$ cat config.mk
export PLATFORM = sky130hd
export DESIGN_NAME = switch_sync_debounce
export DESIGN_NICKNAME = d
export VERILOG_FILES = /design/src/rtl/switch_sync_debounce.sv
export SDC_FILE = /design/constraint.sdc
export NUM_CORES = 1
export LEC_CHECK = 0
export CELL_PAD_IN_SITES_DETAIL_PLACEMENT = 1
export CELL_PAD_IN_SITES_GLOBAL_PLACEMENT = 2
export CORE_MARGIN = 5
export CORE_UTILIZATION = 35
export DETAILED_ROUTE_END_ITERATION = 10
export MAX_ROUTING_LAYER = met4
export PLACE_DENSITY = 0.73
export SYNTH_ARGS = -nofsm -noshare
export SYNTH_HDL_FRONTEND = slang
export SYNTH_SLANG_ARGS = --single-unit
$ cat constraint.sdc
create_clock -name clk -period 1.94 [get_ports clk]
set_clock_uncertainty 0.05 [all_clocks]
set_input_delay 0.194 -clock clk [delete_from_list [all_inputs] [get_ports clk]]
set_output_delay 0.194 -clock clk [all_outputs]
set_load 0.02 [all_outputs]
$ cat src/rtl/switch_sync_debounce.sv
// Purpose: conditions three raw bouncy switches into stable x/y/z levels plus a change strobe.
// Latency: a stable raw change reaches the outputs DEBOUNCE_CYCLES+2 edges after it is first sampled.
// Backpressure: none; free-running input stage, every output comes straight from a flop.
module switch_sync_debounce #(
    parameter int DEBOUNCE_CYCLES = 4,
    parameter int CNT_W           = $clog2(DEBOUNCE_CYCLES)
) (
    input  logic       clk,
    input  logic       rst_n,
    input  logic [2:0] sw_raw,
    output logic       x,
    output logic       y,
    output logic       z,
    output logic       changed
);

    localparam logic [CNT_W-1:0] CNT_MAX = CNT_W'(DEBOUNCE_CYCLES - 1);

    logic [2:0] sync_s1;
    logic [2:0] sync_s2;
    logic [2:0] deb_q;
    logic [2:0] upd;

    // Plain two-flop synchronizer; s1 must feed only s2.
    always_ff @(posedge clk or negedge rst_n) begin
        if (!rst_n) begin
            sync_s1 <= 3'b000;
            sync_s2 <= 3'b000;
        end else begin
            sync_s1 <= sw_raw;
            sync_s2 <= sync_s1;
        end
    end

    for (genvar i = 0; i < 3; i++) begin : g_bit
        logic [CNT_W-1:0] cnt;
        logic             q;
        logic             differs;

        assign differs  = (sync_s2[i] != q);
        assign upd[i]   = differs && (cnt == CNT_MAX);
        assign deb_q[i] = q;

        // Any cycle where the input agrees with the output restarts the full count.
        always_ff @(posedge clk or negedge rst_n) begin
            if (!rst_n) begin
                cnt <= '0;
                q   <= 1'b0;
            end else if (!differs) begin
                cnt <= '0;
            end else if (cnt == CNT_MAX) begin
                q   <= sync_s2[i];
                cnt <= '0;
            end else begin
                cnt <= cnt + 1'b1;
            end
        end
    end

    // Registered alongside the output update so it is high for the cycle after it.
    always_ff @(posedge clk or negedge rst_n) begin
        if (!rst_n) begin
            changed <= 1'b0;
        end else begin
            changed <= |upd;
        end
    end

    assign x = deb_q[2];
    assign y = deb_q[1];
    assign z = deb_q[0];

endmodule

Word level (Yosys, flattened, before mapping)
Index checks and enable logic that the tools add are counted.
W data, S select, Z words.
{"block": "op_classes", "eq_ne": 6, "n_reduce_logical": 7, "n_addsub": 3, "n_mux": 6}
{"op": "$mux W2", "n": 6}
{"op": "$add A2 B1 Y2 const B", "n": 3}
{"op": "$eq A2 B2 Y1 const B", "n": 3}
{"op": "$reduce_and A2 Y1", "n": 3}
{"op": "$logic_and A1 B1 Y1", "n": 3}
{"op": "$ne A1 B1 Y1", "n": 3}
{"op": "$reduce_or A3 Y1", "n": 1}
{"block": "word_totals", "reg_bits": 16, "in_bits": 5, "word_cells": 31, "output_inout_bits": 4}

Longest topological paths before layout
Gate-level depths: netlist of the first run.
{"block": "depth", "depth_word": 3, "ltp_mapped": 3, "depth_no_buf": 3}

Worst setup path before layout of the first run
OpenSTA, ideal clock, no wires.
{"block": "synth_timing", "kind": "reg2reg", "startpoint": "register g_bit[1].q, in the netlist y", "endpoint": "register changed", "arrival_ps": 1019, "setup_time_ps": 127, "path_stages_with_launch": 4, "period_less_slack_ps": 1196, "t_required_ps": 1763, "setup_slack_ps": 744, "path_buffers": 0, "path_cell_list": "dfrtp_1 > xor2_1 > a222oi_1 > inv_1"}
{"block": "synth_via", "elab_chain_len": 3}
{"item": "from (decl)", "line": "37", "text": "logic q;"}
{"item": "from (signal assigned)", "line": "52", "text": "q <= sync_s2[i];"}
{"item": "$ne A1 B1 Y1", "line": "40", "text": "assign differs = (sync_s2[i] != q);"}
{"item": "$logic_and A1 B1 Y1", "line": "41", "text": "assign upd[i] = differs && (cnt == CNT_MAX);"}
{"item": "$reduce_or A3 Y1", "line": "65", "text": "changed <= |upd;"}
{"item": "to (signal assigned)", "line": "65"}
{"item": "to (decl)", "line": "14", "text": "output logic changed"}
Every way passes these cells.
A chain may end at the register's enable or synchronous reset.

Final worst setup path of the first run
{"block": "layout_timing", "startpoint": "register g_bit[0].q, in the netlist z", "endpoint": "output port z"}
{"item": "from (decl)", "line": "37"}
{"item": "from (signal assigned)", "line": "52"}
{"item": "to (decl)", "line": "13", "text": "output logic z,"}
No word-level cell between the ends.

==> results of run 1 <==
## sequential cells by signal, indices dropped and copies added (netlist names)
name	flops
g_bit.cnt	6
y	1
z	1
sync_s1	3
x	1
sync_s2	3
changed	1
## power by group
group / switching (W) / internal (W) / total [W] / leakage (nW)
registers: 0.0000571 / 0.000430 / 0.000487 / 0.197
clock network: 0.0000874 / 0.0000718 / 0.000159 / 0.0138
logic: 0.000149 / 0.000173 / 0.000322 / 0.112
total: 0.000293 / 0.000675 / 0.000968 / 0.322
## stage by stage
step                hold slack [ns]  utilization, %  total power, W  std cells
floorplan                    -0.152               -        0.000679         33
global placement              0.282            43.7        0.000797         57
detailed placement            0.288            43.7        0.000827         57
CTS                           0.290            45.2        0.000993         60
global route                  0.281            45.2         0.00104         60
finish                        0.279            45.2        0.000968         60
## kinds of logic (layout without fill, tap and decap cells)
group / after synthesis / after routing / synth area share (%)
flip-flops: 16 / 16 / 71.7
AO/OA/AOI/OAI: 1 / 1 / 1.79
multiplexers: 3 / 3 / 6.05
AND/OR/NAND/NOR: 6 / 6 / 8.30
buffers and inverters: 1 / 12 / 0.672
XOR/XNOR: 3 / 3 / 4.71
adder cells (fa/ha/maj): 3 / 3 / 6.73
## routing by layer
metal  GRT usage, %  part of all wire [%]  vias to the layer above
met2           14.0                    57                        4
li1               -                     -                      134
met5              -                     0                        -
met4           6.55                     0                        0
met1           7.53                    38                      145
met3           3.61                   4.8                        0
## cell type report
cell class                      instances  share of cell area, %
Sequential cell                        16                   58.8
Multi-Input combinational cell         16                   22.6
Timing Repair Buffer                    8                   11.8
Clock buffer                            3                   3.31
Tap cell                               16                   2.94
Inverter                                1                  0.551
## synthesized netlist by cell type
cell      count
ha_1          3
inv_1         1
and2_1        3
a222oi_1      1
mux2_2        2
dfrtp_1      16
nor3b_1       2
xor2_1        3
nor3b_2       1
mux2_1        1
## final timing paths
kind / slack, ns / depth (start not counted) / endpoint / start
worst max-delay path: 0.42 / 1 / z / z$_DFFE_PN0P_
worst min register to register: 0.31 / 0 / sync_s2[0]$_DFF_PN0_ / sync_s1[0]$_DFF_PN0_
max in group asynchronous: 1.13 / 1 / g_bit[2].cnt[0]$_DFF_PN0_ / rst_n
worst max register to register: 0.74 / 3 / changed$_DFF_PN0_ / g_bit[1].cnt[0]$_DFF_PN0_
min in group clk: 0.30 / 1 / sync_s1[1]$_DFF_PN0_ / sw_raw[1]
worst min-delay path: 0.28 / 1 / z$_DFFE_PN0P_ / rst_n
==> results.py, run 1 <==
metrics = {
    "status": {
        "outcome": "finished, final reports clean",
    },
    "floorplanning": {
        "die_w_um": 49.9,
        "start_util_pct": 37.0,
        "core_area_um2": 1510,
        "rows": 14,
        "die-area_um2": 2490,
        "die_h_um": 49.9,
        "ioPinCount": 9,
    },
    "cts": {
        "cts_resized": 0,
        "hold_buffers": 0,
        "path_clk_slew_ns": 0.08,
        "numClockSinks": 16,
        "cts_tree": "done",
        "clk_latency_ns": 0.27,
        "htreeDepth": 1,
        "cts_buffers": 3,
        "post_cts_buffers": 0,
        "cts_max_path_buffers": 2,
        "cts_root_buffer": "clkbuf_4",
    },
    "cells_and_area": {
        "final_common_cell": "dfrtp_1",
        "antenna_cells": 0,
        "multiInputGateArea_um2": 154,
        "fin_nets": 54,
        "final_cell_area_um2": 681,
        "n_fill_cell": 166,
        "regArea_um2": 400,
        "drive_gt1_share_pct": 13.6,
        "final_cell_mix": "dfrtp_1, clkdlybuf4s50_1",
        "syn_to_final_growth_pct": 22.0,
    },
    "worst_setup_path": {
        "cp_top_family": "buffers and inverters",
        "criticalPathCategory": "flop to primary output",
        "required_ns": 1.70,
        "path_buf_inv": 1,
        "path_max_fanout": 3,
        "arrival_ns": 1.27,
        "crit_chain": "clkdlybuf4s50_1",
        "cp_slowest_cell": "clkdlybuf4s50_1",
        "max_stage_delay_ns": 0.62,
        "cp-end-kind": "primary output",
        "cp-start-kind": "flop",
    },
    "logic_synthesis": {
        "yosysTopAreaCell": "dfrtp_1",
        "ys_ff_latch": 16,
        "yosysSeqAreaShare_pct": 71.7,
        "syn_inst": 33,
        "synth_nets": 41,
        "synth_cell_type_count": 10,
        "synth_warnings": 0,
        "synth.avg_cell_area_um2": 16.9,
        "syn_area_um2": 558,
        "synth_top_area_share_pct": 71.7,
        "ys_top_cells_by_area": "dfrtp_1, ha_1, xor2_1",
    },
    "place": {
        "port-buffer-count": 8,
        "dp_slack_ns": 0.707,
        "placed_area_um2": 658,
        "hpwl_um": 668,
        "place_congestion": 0.709,
    },
    "timing": {
        "finalHoldViolations": 0,
        "tns_ns": 0,
        "rsz0062_at_grt": "false",
        "slew_headroom_pct": 54.7,
        "fin_crit_sh_pct": 78.3,
        "setup_ws_ns": 0.421,
        "clock.fmax_mhz": 659,
        "fin_crit_ns": 1.52,
        "final_max_slew_viol_count": 0,
        "worst_slew_pin_slew_ns": 0.678,
        "setup_viol": 0,
    },
    "route": {
        "via_per_inst": 4.72,
        "wl_um": 837,
        "postRouteAntennaNets": 0,
        "drt_pass1_iterations": 4,
        "drt_first_iter_violations": 1,
        "wl_per_cell_um": 14.0,
        "drc_errors": 0,
        "num_vias": 283,
    },
    "grt": {
        "grt_max_degree": 17,
        "grt_pass1_wl_um": 1470,
        "antenna_found_initial": 0,
        "grt_pass1_vias": 360,
        "grt_usage_pct": 8.50,
        "grt-ovfl-total": 0,
    },
    "power": {
        "powerDensity_nw_per_um2": 1420,
        "cellLeakagePower_nw": 0.322,
        "ir_drop_mv": 0.599,
    },
    "run": {
        "drv_cap": 0,
    },
    "hold_path": {
        "hold_path_class": "input port to async pin",
    },
}
(Power assumes the default switching activity.)
==> run 2: changes to the inputs <==
--- a/config.mk
+++ b/config.mk
@@ -8,10 +8,10 @@
 export CELL_PAD_IN_SITES_DETAIL_PLACEMENT = 1
 export CELL_PAD_IN_SITES_GLOBAL_PLACEMENT = 2
 export CORE_MARGIN = 5
-export CORE_UTILIZATION = 35
+export CORE_UTILIZATION = 34
 export DETAILED_ROUTE_END_ITERATION = 10
 export MAX_ROUTING_LAYER = met4
-export PLACE_DENSITY = 0.73
+export PLACE_DENSITY = 0.71
 export SYNTH_ARGS = -nofsm -noshare
 export SYNTH_HDL_FRONTEND = slang
 export SYNTH_SLANG_ARGS = --single-unit
==> constraint.sdc (replaced) <==
create_clock -name clk -period 1.4 [get_ports clk]
set_clock_uncertainty 0.05 [all_clocks]
set_input_delay 0.14 -clock clk [delete_from_list [all_inputs] [get_ports clk]]
set_output_delay 0.14 -clock clk [all_outputs]
set_load 0.02 [all_outputs]
==> results.py, run 2 (synthesis gave the netlist of run 1 again) <==
metrics = {
    "route": {
        "wl_met2_um": 400,
        "wl_um": 794,
        "drt_first_iter_violations": 2,
        "drt_pass1_iterations": 4,
        "num_vias": 291,
        "routed.top_layer": "met3",
        "wl_per_cell_um": 13.0,
        "drc_errors": 0,
        "postRouteAntennaNets": 0,
        "wl_met1_um": 357,
        "via_per_inst": 4.77,
        "dr_wl_met3_um": 37,
    },
    "cells_and_area": {
        "final_cell_mix": "dfrtp_1, clkdlybuf4s50_1",
        "final_cell_area_um2": 687,
        "largest_registers": "g_bit.cnt (6), sync_s1 (3), sync_s2 (3)",
        "antenna_cells": 0,
        "drive_gt1_share_pct": 15.6,
        "final_common_cell": "dfrtp_1",
        "largest_reg_flops": 6,
        "n_fill_cell": 152,
        "largest-register": "g_bit.cnt",
        "syn_to_final_growth_pct": 23.1,
        "fin_nets": 55,
    },
    "place": {
        "hpwl_um": 631,
        "place_congestion": 0.630,
        "port-buffer-count": 8,
        "placed_area_um2": 666,
    },
    "cts": {
        "hold_buffers": 0,
        "cts_buffers": 3,
        "cts_max_path_buffers": 2,
        "path_clk_slew_ns": 0.08,
        "htreeDepth": 1,
        "cts_tree": "done",
        "cts_root_buffer": "clkbuf_4",
        "clk_latency_ns": 0.27,
        "numClockSinks": 16,
        "post_cts_buffers": 0,
    },
    "floorplanning": {
        "rows": 14,
        "ioPinCount": 9,
        "core_area_um2": 1520,
        "die_w_um": 50.5,
        "start_util_pct": 36.6,
        "die_h_um": 50.5,
        "die-area_um2": 2550,
    },
    "grt": {
        "grt_pass1_vias": 348,
        "grt_max_degree": 17,
        "grt_pass1_wl_um": 1500,
        "grt_usage_pct": 7.96,
        "antenna_found_initial": 0,
        "grt-ovfl-total": 0,
    },
    "timing": {
        "slew_headroom_pct": 82.9,
        "rsz0062_at_grt": "false",
        "fin_crit_ns": 1.20,
        "final_max_slew_viol_count": 0,
        "setup_viol": 0,
        "worst_slew_pin_slew_ns": 0.257,
        "clock.fmax_mhz": 834,
        "fin_crit_sh_pct": 85.6,
        "finalHoldViolations": 0,
        "tns_ns": 0,
    },
    "power": {
        "ir_drop_mv": 0.878,
        "powerDensity_nw_per_um2": 1890,
        "cellLeakagePower_nw": 0.349,
    },
    "status": {
        "outcome": "finished, final reports clean",
    },
    "worst_setup_path": {
        "reg2reg_to": "changed$_DFF_PN0_",
        "reg2reg_from": "g_bit[1].cnt[0]$_DFF_PN0_",
        "arrival_ns": 1.01,
        "worstRegToRegCells": 3,
        "cp-end-kind": "primary output",
        "criticalPathCategory": "flop to primary output",
        "max_stage_delay_ns": 0.41,
        "cp_slowest_cell": "dfrtp_1",
        "crit_chain": "dlygate4sd2_1",
        "cp_top_family": "flip-flops",
        "path_buf_inv": 1,
        "cp-start-kind": "flop",
        "r2r_slack_ns": 0.21,
        "path_max_fanout": 3,
        "required_ns": 1.21,
    },
    "hold_path": {
        "hold_path_class": "input port to async pin",
    },
    "run": {
        "drv_cap": 0,
    },
}
-- run 2: cell count changes in the layout (fill, tap and decap cells not counted) --
cell / change
buf_4: +1
clkdlybuf4s50_1: -4
dlygate4sd2_1: +3
dlymetal6s2s_1: +1
-- run 2: area by class of cell --
cell class              instances  area, µm²  area share (%)
clock buffers                   3       22.5            3.28
inverters                       1       3.75           0.546
multi-input cells              16        154            22.4
flip-flops and latches         16        400            58.3
well taps                      16       20.0            2.91
repair buffers                  9       86.3            12.6
-- run 2: per-layer routing --
layer  vias up  GRT usage [%]
met5         -              -
met4         0           3.83
met3         0           3.55
met2         6           12.2
met1       148           8.74
li1        137              -
-- run 2: worst max-delay path by stage --
stage                               from                end  slack (ns)  cells past startpoint
6_report                   x$_DFFE_PN0P_                  x        0.20                      1
5_1_grt        g_bit[1].cnt[0]$_DFF_PN0_  changed$_DFF_PN0_        0.12                      3
2_1_floorplan              y$_DFFE_PN0P_  changed$_DFF_PN0_        0.20                      3
3_5_place_dp   g_bit[1].cnt[0]$_DFF_PN0_  changed$_DFF_PN0_        0.20                      3
3_3_place_gp               z$_DFFE_PN0P_                  z        0.24                      1
4_1_cts                changed$_DFF_PN0_            changed       0.006                      1
-- run 2: where the power goes --
group / internal (W) / switching, W
combinational: 0.000207 / 0.000201
sequential: 0.000595 / 0.0000775
clock: 0.0000994 / 0.000120
-- run 2: per-stage QoR --
step	instances	setup WS [ns]	utilization, %	hold slack (ns)	power (W)
floorplan	33	0.204	-	-0.206	0.000941
finish	61	0.201	45.1	0.141	0.00130
global placement	58	0.237	43.7	0.283	0.00111
detailed placement	58	0.202	43.7	0.286	0.00114
CTS	61	0.00648	44.9	0.143	0.00133
global route	61	0.123	45.1	0.142	0.00141
-- run 2: repair_timing --
item / in CTS / in global routing
hold endpoints to repair: 0 / 0
endpoints found under the setup margin: 3 / 1
resized for setup: 3 / 1
==> run 3: changes to the inputs <==
--- a/config.mk
+++ b/config.mk
@@ -7,11 +7,12 @@
 export LEC_CHECK = 0
 export CELL_PAD_IN_SITES_DETAIL_PLACEMENT = 1
 export CELL_PAD_IN_SITES_GLOBAL_PLACEMENT = 2
-export CORE_MARGIN = 5
+export CORE_MARGIN = 4
 export CORE_UTILIZATION = 34
 export DETAILED_ROUTE_END_ITERATION = 10
 export MAX_ROUTING_LAYER = met4
 export PLACE_DENSITY = 0.71
+export SKIP_CTS_REPAIR_TIMING = 1
 export SYNTH_ARGS = -nofsm -noshare
 export SYNTH_HDL_FRONTEND = slang
 export SYNTH_SLANG_ARGS = --single-unit
==> results.py, run 3 (synthesis gave the netlist of run 1 again) <==
metrics = {
    "status": {
        "outcome": "finished, final reports clean",
    },
    "worst_setup_path": {
        "arrival_ns": 1.30,
        "crit_chain": "ha_1 > a222oi_1 > inv_1",
        "cp-start-kind": "flop",
        "path_max_fanout": 3,
        "cp_slowest_cell": "dfrtp_1",
        "max_stage_delay_ns": 0.40,
        "criticalPathCategory": "flop to flop",
        "required_ns": 1.51,
        "cp_top_family": "flip-flops",
        "cp-end-kind": "flop",
        "path_buf_inv": 1,
    },
    "grt": {
        "grt_usage_pct": 7.46,
        "grt_pass1_vias": 329,
        "grt_max_degree": 17,
        "grt_pass1_wl_um": 1300,
        "grt-ovfl-total": 0,
        "antenna_found_initial": 0,
    },
    "cells_and_area": {
        "instances_no_fill": 62,
        "syn_to_final_growth_pct": 27.6,
        "n_fill_cell": 138,
        "regArea_um2": 400,
        "final_cell_mix": "dfrtp_1, clkdlybuf4s50_1, dlymetal6s2s_1",
        "antenna_cells": 0,
        "largest_reg_flops": 6,
        "final_common_cell": "dfrtp_1",
        "largest_registers": "g_bit.cnt (6), sync_s1 (3), sync_s2 (3)",
        "largest-register": "g_bit.cnt",
        "fin_nets": 55,
        "multiInputGateArea_um2": 154,
        "drive_gt1_share_pct": 17.4,
    },
    "cts": {
        "numClockSinks": 16,
        "cts_buffers": 3,
        "cts_root_buffer": "clkbuf_4",
        "cts_tree": "done",
        "cts_max_path_buffers": 2,
        "clk_latency_ns": 0.27,
        "htreeDepth": 1,
        "path_clk_slew_ns": 0.09,
    },
    "timing": {
        "fin_crit_sh_pct": 84.8,
        "clock.fmax_mhz": 842,
        "final_max_slew_viol_count": 0,
        "rsz0062_at_grt": "false",
        "slew_headroom_pct": 82.9,
        "fin_crit_ns": 1.19,
        "worst_slew_pin_slew_ns": 0.257,
        "setup_viol": 0,
        "finalHoldViolations": 0,
        "setup_ws_ns": 0.213,
    },
    "power": {
        "cellLeakagePower_nw": 0.383,
        "powerDensity_nw_per_um2": 1950,
        "ir_drop_mv": 0.803,
        "p_total_w": 0.00139,
    },
    "route": {
        "drt_pass1_iterations": 4,
        "drt_first_iter_violations": 2,
        "num_vias": 305,
        "postRouteAntennaNets": 0,
        "wl_per_cell_um": 12.5,
        "drc_errors": 0,
        "wl_um": 774,
        "via_per_inst": 4.92,
    },
    "floorplanning": {
        "die_h_um": 48.5,
        "start_util_pct": 36.6,
        "die-area_um2": 2350,
        "ioPinCount": 9,
        "rows": 14,
        "core_area_um2": 1520,
        "die_w_um": 48.5,
    },
    "place": {
        "dp_cells": 58,
        "place_congestion": 0.703,
        "port-buffer-count": 8,
        "dp_slack_ns": 0.217,
    },
    "run": {
        "drv_cap": 0,
    },
    "hold_path": {
        "hold_path_class": "input port to async pin",
    },
}
==> run 3: cell count changes in the layout (fill, tap and decap cells not counted), sizes merged <==
cell,delta
dlymetal6s2s,+3
dlygate4sd2,-3
clkbuf,+1
==> run 3: cell type report <==
| class | instances | share of cell area [%] |
|---|---|---|
| clock buffer | 4 | 5.10 |
| inverter | 1 | 0.527 |
| multi-input combinational | 16 | 21.6 |
| sequential | 16 | 56.2 |
| tap | 16 | 2.81 |
| timing repair buffer | 9 | 13.7 |
==> run 3: path summary, 6_finish.rpt <==
path	from	end	slack, ns	depth (start not counted)
max	g_bit[1].cnt[0]$_DFF_PN0_	changed$_DFF_PN0_	0.21	3
min in group clk	sw_raw[2]	sync_s1[2]$_DFF_PN0_	0.25	1
min	rst_n	sync_s1[2]$_DFF_PN0_	0.13	2
min reg2reg	sync_s1[1]$_DFF_PN0_	sync_s2[1]$_DFF_PN0_	0.30	0
max reg2reg	g_bit[1].cnt[0]$_DFF_PN0_	changed$_DFF_PN0_	0.21	3
max in group asynchronous	rst_n	g_bit[2].cnt[0]$_DFF_PN0_	1.00	2
==> run 3: worst register-to-register path: stages (launching register included) <==
cell and delay (ns):
dfrtp_1 0.40, ha_1 0.25, a222oi_1 0.31, inv_1 0.07
==> run 3: metrics by stage <==
step           utilization, %  TNS, ns  instance area, µm²  hold slack, ns
3_3_place_gp             43.7        0                 666           0.284
2_1_floorplan               -        0                 558          -0.206
5_1_grt                  46.7        0                 712           0.147
3_5_place_dp             43.7        0                 666           0.286
4_1_cts                  46.1   -0.289                 702           0.129
6_report                 46.7        0                 712           0.128
==> run 3: report_power, final <==
group          switching [W]  internal [W]
Clock               0.000130      0.000158
Sequential         0.0000747      0.000595
Combinational       0.000201      0.000232
==> run 3: routing by layer <==
layer	track usage, %	wire length (µm)	vias up
met3	1.84	35	2
li1	-	-	141
met4	5.38	7	0
met1	7.31	311	155
met2	12.6	419	7
met5	-	0	-
